==> config.mk <==
export PLATFORM = sky130hd
export DESIGN_NAME = fg_phase_gen
export DESIGN_NICKNAME = d
export VERILOG_FILES = /design/src/rtl/fg_pkg.sv /design/src/rtl/fg_valid_delay.sv /design/src/rtl/fg_phase_gen.sv
export SDC_FILE = /design/constraint.sdc
export NUM_CORES = 1
export LEC_CHECK = 0
export BUFFER_PORTS_ARGS = -buffer_cell sky130_fd_sc_hd__buf_4
export CORE_ASPECT_RATIO = 0.5
export CORE_MARGIN = 2
export CORE_UTILIZATION = 40
export DETAILED_ROUTE_END_ITERATION = 7
export MAX_ROUTING_LAYER = met4
export PLACE_DENSITY = 0.67
export SKIP_CTS_REPAIR_TIMING = 1
export SLEW_MARGIN = 0
export SYNTH_ARGS = -nofsm -noshare
export SYNTH_HDL_FRONTEND = slang
export SYNTH_SLANG_ARGS = --single-unit
==> constraint.sdc <==
create_clock -name clk_i -period 6.64 [get_ports clk_i]
set_clock_uncertainty 0.1 [all_clocks]
set_input_delay 1.328 -clock clk_i [delete_from_list [all_inputs] [get_ports clk_i]]
set_output_delay 1.328 -clock clk_i [all_outputs]
set_load 0.03 [all_outputs]
==> src/rtl/fg_pkg.sv <==
// Shared constants for the function-generator datapath: default widths,
// CORDIC alignment latency and the phase-generator state encoding.
package fg_pkg;

  localparam int FG_PHASE_W    = 10;
  localparam int FG_ACC_W      = 24;
  localparam int FG_CORDIC_LAT = 8;

  localparam logic [1:0] FG_PG_IDLE = 2'd0;
  localparam logic [1:0] FG_PG_RUN  = 2'd1;
  localparam logic [1:0] FG_PG_PEND = 2'd2;

endpackage

==> src/rtl/fg_valid_delay.sv <==
// Clock-enabled shift register that aligns a side-band flag with the CORDIC
// output; it advances only on cycles where clk_en_i is high.
module fg_valid_delay #(
  parameter int DEPTH = 8
) (
  input  logic clk_i,
  input  logic rst_i,
  input  logic clk_en_i,
  input  logic d_i,
  output logic q_o
);

  logic [DEPTH-1:0] sr_q, sr_d;

  always_comb begin
    // NOTE: every always_comb output gets a default first so no path infers a latch.
    sr_d = sr_q;
    if (clk_en_i) begin
      sr_d[0] = d_i;
      for (int i = 1; i < DEPTH; i++) begin
        sr_d[i] = sr_q[i-1];
      end
    end
  end

  // NOTE: the delay line is a handful of flops, so it is reset like any other state.
  always_ff @(posedge clk_i) begin
    if (rst_i) sr_q <= '0;
    else       sr_q <= sr_d;
  end

  assign q_o = sr_q[DEPTH-1];

endmodule

==> src/rtl/fg_phase_gen.sv <==
// Phase accumulator feeding the CORDIC rotator, with glitch-free retuning:
// a new FTW/offset waits in a shadow register until the accumulator wraps or a sync.
module fg_phase_gen
  import fg_pkg::*;
#(
  parameter int BITWIDTH_PHASE = FG_PHASE_W,
  parameter int BITWIDTH_ACC   = FG_ACC_W,
  parameter int CORDIC_LATENCY = FG_CORDIC_LAT
) (
  input  logic                      clk_i,
  input  logic                      rst_i,
  input  logic                      clk_en_i,
  input  logic                      enable_i,
  input  logic                      sync_i,
  input  logic                      cfg_valid_i,
  output logic                      cfg_ready_o,
  input  logic [BITWIDTH_ACC-1:0]   freq_word_i,
  input  logic [BITWIDTH_PHASE-1:0] phase_offset_i,
  output logic [BITWIDTH_PHASE-1:0] phase_o,
  output logic                      phase_valid_o,
  output logic                      out_valid_o,
  output logic                      wrap_o
);

  localparam int PW = BITWIDTH_PHASE;
  localparam int AW = BITWIDTH_ACC;

  logic [1:0]    state_q, state_d;
  logic [AW-1:0] acc_q, acc_d, ftw_q, ftw_d, ftw_sh_q, ftw_sh_d;
  logic [PW-1:0] off_q, off_d, off_sh_q, off_sh_d, phase_q, phase_d;
  logic          phase_valid_q, phase_valid_d, wrap_q, wrap_d;
  logic [AW:0]   sum;
  logic [AW-1:0] ftw_next;
  logic [PW-1:0] off_next;
  logic          xfer, carry, running;

  assign cfg_ready_o = clk_en_i && !rst_i && (state_q != FG_PG_PEND);
  assign xfer        = cfg_valid_i && cfg_ready_o;
  assign sum         = {1'b0, acc_q} + {1'b0, ftw_q};
  assign carry       = sum[AW];
  assign running     = (state_q == FG_PG_RUN) || (state_q == FG_PG_PEND);

  // Outside PEND the shadow equals the active config, so this is "latest accepted".
  assign ftw_next = xfer ? freq_word_i    : ftw_sh_q;
  assign off_next = xfer ? phase_offset_i : off_sh_q;

  always_ff @(posedge clk_i) begin
    if (rst_i) state_q <= FG_PG_IDLE;
    else       state_q <= state_d;
  end

  always_comb begin
    state_d = state_q;
    if (clk_en_i) begin
      case (state_q)
        FG_PG_IDLE: if (enable_i) state_d = FG_PG_RUN;
        FG_PG_RUN: begin
          if (!enable_i)  state_d = FG_PG_IDLE;
          else if (xfer)  state_d = FG_PG_PEND;
        end
        FG_PG_PEND: begin
          if (!enable_i)             state_d = FG_PG_IDLE;
          else if (sync_i || carry)  state_d = FG_PG_RUN;
        end
        default: state_d = FG_PG_IDLE;
      endcase
    end
  end

  always_comb begin
    acc_d         = acc_q;
    ftw_d         = ftw_q;
    off_d         = off_q;
    ftw_sh_d      = ftw_next;
    off_sh_d      = off_next;
    phase_d       = phase_q;
    phase_valid_d = phase_valid_q;
    wrap_d        = 1'b0;
    if (clk_en_i) begin
      phase_d       = acc_q[AW-1 -: PW] + off_q;
      phase_valid_d = running;
      if (!running || !enable_i) begin
        acc_d = '0;
        ftw_d = ftw_next;
        off_d = off_next;
      end else if (sync_i) begin
        acc_d = '0;
        if (state_q == FG_PG_PEND) begin
          ftw_d = ftw_sh_q;
          off_d = off_sh_q;
        end
      end else begin
        acc_d  = sum[AW-1:0];
        wrap_d = carry;
        if (state_q == FG_PG_PEND && carry) begin
          ftw_d = ftw_sh_q;
          off_d = off_sh_q;
        end
      end
    end
  end

  // NOTE: sequential state uses <= so every flop samples pre-edge values.
  always_ff @(posedge clk_i) begin
    if (rst_i) begin
      acc_q         <= '0;
      ftw_q         <= '0;
      off_q         <= '0;
      ftw_sh_q      <= '0;
      off_sh_q      <= '0;
      phase_q       <= '0;
      phase_valid_q <= 1'b0;
      wrap_q        <= 1'b0;
    end else begin
      acc_q         <= acc_d;
      ftw_q         <= ftw_d;
      off_q         <= off_d;
      ftw_sh_q      <= ftw_sh_d;
      off_sh_q      <= off_sh_d;
      phase_q       <= phase_d;
      phase_valid_q <= phase_valid_d;
      wrap_q        <= wrap_d;
    end
  end

  fg_valid_delay #(
    .DEPTH (CORDIC_LATENCY)
  ) u_valid_delay (
    .clk_i    (clk_i),
    .rst_i    (rst_i),
    .clk_en_i (clk_en_i),
    .d_i      (phase_valid_q),
    .q_o      (out_valid_o)
  );

  assign phase_o       = phase_q;
  assign phase_valid_o = phase_valid_q;
  assign wrap_o        = wrap_q;

endmodule

==> out/results.ini <==
[clock_network]
clkLatencyLatePin_ns=0.41
cts-htree-levels=4
clock_sinks=114
cts_made_buffers=17
clock_path_buffers=2
clk_pin_slew_ns=0.05
root_buffer=clkbuf_16
cts_tree=built

[setup_path]
worstPathArrival_ns=2.43
critPathCaptureType=output port
startpoint_type=primary input
crit_path_frequent_cell=buf_4
crit_fanout=53
cp_cell_sequence=buf_4, inv_1, nand2_1, nor2_1, buf_4
critical_path_class=primary input to output port
crit_path_top_delay_cell=buf_4
cp_data_required_time_ns=5.21
cpPeakStageDelay_ns=0.49

[timing]
relSlewSlack=0.118
final-hold-violation-count=0
fmax_mhz=259
final_max_slew_viol_count=0
period_minus_slack_ns=3.85
setup_ws_ns=2.79
rsz0062_at_grt=no
setup_viol=0
fin_crit_sh=0.580
worst_pin_slew_ns=1.31
fin_tns_setup_ns=0

[layout]
fill_cells=1463
area_growth_pct=16.5
layout_common_cells=nand2_1, dfxtp_1, a21oi_1, buf_4, nor2_1
fin_nets=847
diodes=0
layout_commonest_cell=nand2_1
drive_gt1_frac=0.164

[synth]
ys_seq_area_frac=0.368
ys_seq_elements=114
ys.flop_type=dfxtp_1
synth_edf_count=0
ys_warn_count=0
synthesis.area_mm2=0.00620
syn_inst=741
syn_nets=820
syn_area_per_cell_um2=8.37
async_flop_share=0
synth_cell_types=55

[grt]
grt_max_degree=70
grtUsageTotal=0.199
grt_pass1_wl_mm=26.0
overflow=0
antenna_found_initial=0
grt_pass1_vias=5084

[job]
cap_violations=0

[die]
design.core.area_mm2=0.0153
die_h_um=92.0
dieArea_mm2=0.0166
start_util=0.405
io_pins=54
die_x_um=180
num_rows=32

[min_path]
hp-class=flop to flop

[route]
ant_nets=0
viasPerCell=5.59
drt_pass1_iterations=5
routed_wl_mm=15.8
drtIter0Drc=413
drc=0
vias=5508
wl_per_cell_um=16.0

[power_and_ir_drop]
ir_drop_uv=199
power_density_mw_per_mm2=252
leakagePower_nw=2.85

[placement]
io_buffers=53
placement.setup.worst_slack_ns=2.75
place_hpwl_mm=10.4
place_congestion=0.894

[status]
status=complete, no violations

through the flow:
step / std cells / power, mW / hold WS (ns) / util / area, um^2
2_1_floorplan: 741 / 0.914 / 0.332 / - / 6200
3_3_place_gp: 953 / 0.976 / 0.341 / 0.437 / 6680
3_5_place_dp: 953 / 0.981 / 0.348 / 0.437 / 6680
4_1_cts: 985 / 1.82 / 0.356 / 0.472 / 7220
5_1_grt: 985 / 1.88 / 0.369 / 0.472 / 7220
6_report: 985 / 1.82 / 0.352 / 0.472 / 7220
worst paths after layout:
path / start / to / slack (ns) / depth (start not counted)
setup / recovery: rst_i / cfg_ready_o / 2.79 / 5
hold / removal: ftw_sh_q[18]$_SDFF_PP0_ / ftw_sh_q[18]$_SDFF_PP0_ / 0.35 / 2
setup reg to reg: ftw_q[0]$_SDFFE_PP0P_ / off_q[3]$_SDFFE_PP0P_ / 3.50 / 10
hold reg to reg: ftw_sh_q[18]$_SDFF_PP0_ / ftw_sh_q[18]$_SDFF_PP0_ / 0.35 / 2
logic make-up (layout without fill, tap and decap cells):
group / Yosys count / in the layout / share of synthesized area
and+or+nand+nor: 272 / 272 / 0.196
xor gates and xnor gates: 22 / 22 / 0.0311
buffers and inverters: 65 / 105 / 0.0454
AOI/OAI and AO/OA: 214 / 214 / 0.254
adders and majority gates: 39 / 39 / 0.0811
muxes: 15 / 15 / 0.0242
DFF: 114 / 114 / 0.368
power breakdown:
group / switching [mW] / total [mW] / internal, mW
Combinational: 0.141 / 0.232 / 0.0903
Sequential: 0.0203 / 0.737 / 0.716
Clock: 0.337 / 0.849 / 0.512
cell type report:
type,instances,area (um^2),area share
multi-input combinational,562,3640,0.504
tap,204,255,0.0353
clock inverter,13,115,0.0159
sequential,114,2280,0.316
inverter,13,48.8,0.00675
timing repair buffer,60,450,0.0623
clock buffer,19,433,0.0599
flip-flops by register name, indices dropped and copies added (netlist names):
name                cells
acc_q                  24
state_q                 2
phase_valid_o           1
off_q                  10
ftw_sh_q               24
ftw_q                  24
wrap_o                  1
phase_o                10
u_valid_delay.sr_q      8
off_sh_q               10
routing by layer:
| metal | part of all wire | vias to the layer above | track usage |
|---|---|---|---|
| met5 | 0 | - | - |
| met4 | 0.0070 | 0 | 0.0497 |
| met3 | 0.047 | 14 | 0.0385 |
| met2 | 0.44 | 166 | 0.303 |
| met1 | 0.51 | 2599 | 0.273 |
| li1 | - | 2729 | - |
Yosys cell counts (3+ instances only):
cell | number | area (um^2)
nand2_1 | 130 | 488
dfxtp_1 | 114 | 2280
a21oi_1 | 98 | 490
nor2_1 | 46 | 173
nand3_1 | 41 | 205
clkbuf_1 | 40 | 150
ha_1 | 37 | 463
a311oi_2 | 30 | 450
o21ai_0 | 24 | 120
mux2i_1 | 15 | 150
inv_1 | 13 | 48.8
a21o_1 | 12 | 90.1
nand2b_1 | 11 | 68.8
nor3_1 | 11 | 55.1
xnor2_1 | 11 | 96.3
xor2_1 | 11 | 96.3
nand4_1 | 10 | 62.6
a211oi_1 | 7 | 52.6
buf_1 | 7 | 26.3
a311oi_1 | 5 | 43.8
buf_6 | 5 | 56.3
nor2b_1 | 5 | 31.3
a211o_1 | 4 | 35.0
a22oi_1 | 4 | 30.0
and3_1 | 4 | 25.0
o31ai_1 | 4 | 30.0
or2_2 | 3 | 18.8
worst max-delay path: cells and delay by family:
family                 cells  cell delay (ns)
AND/OR/NAND/NOR            2             0.23
buffers and inverters      3             0.83
(Power assumes the default switching activity.)
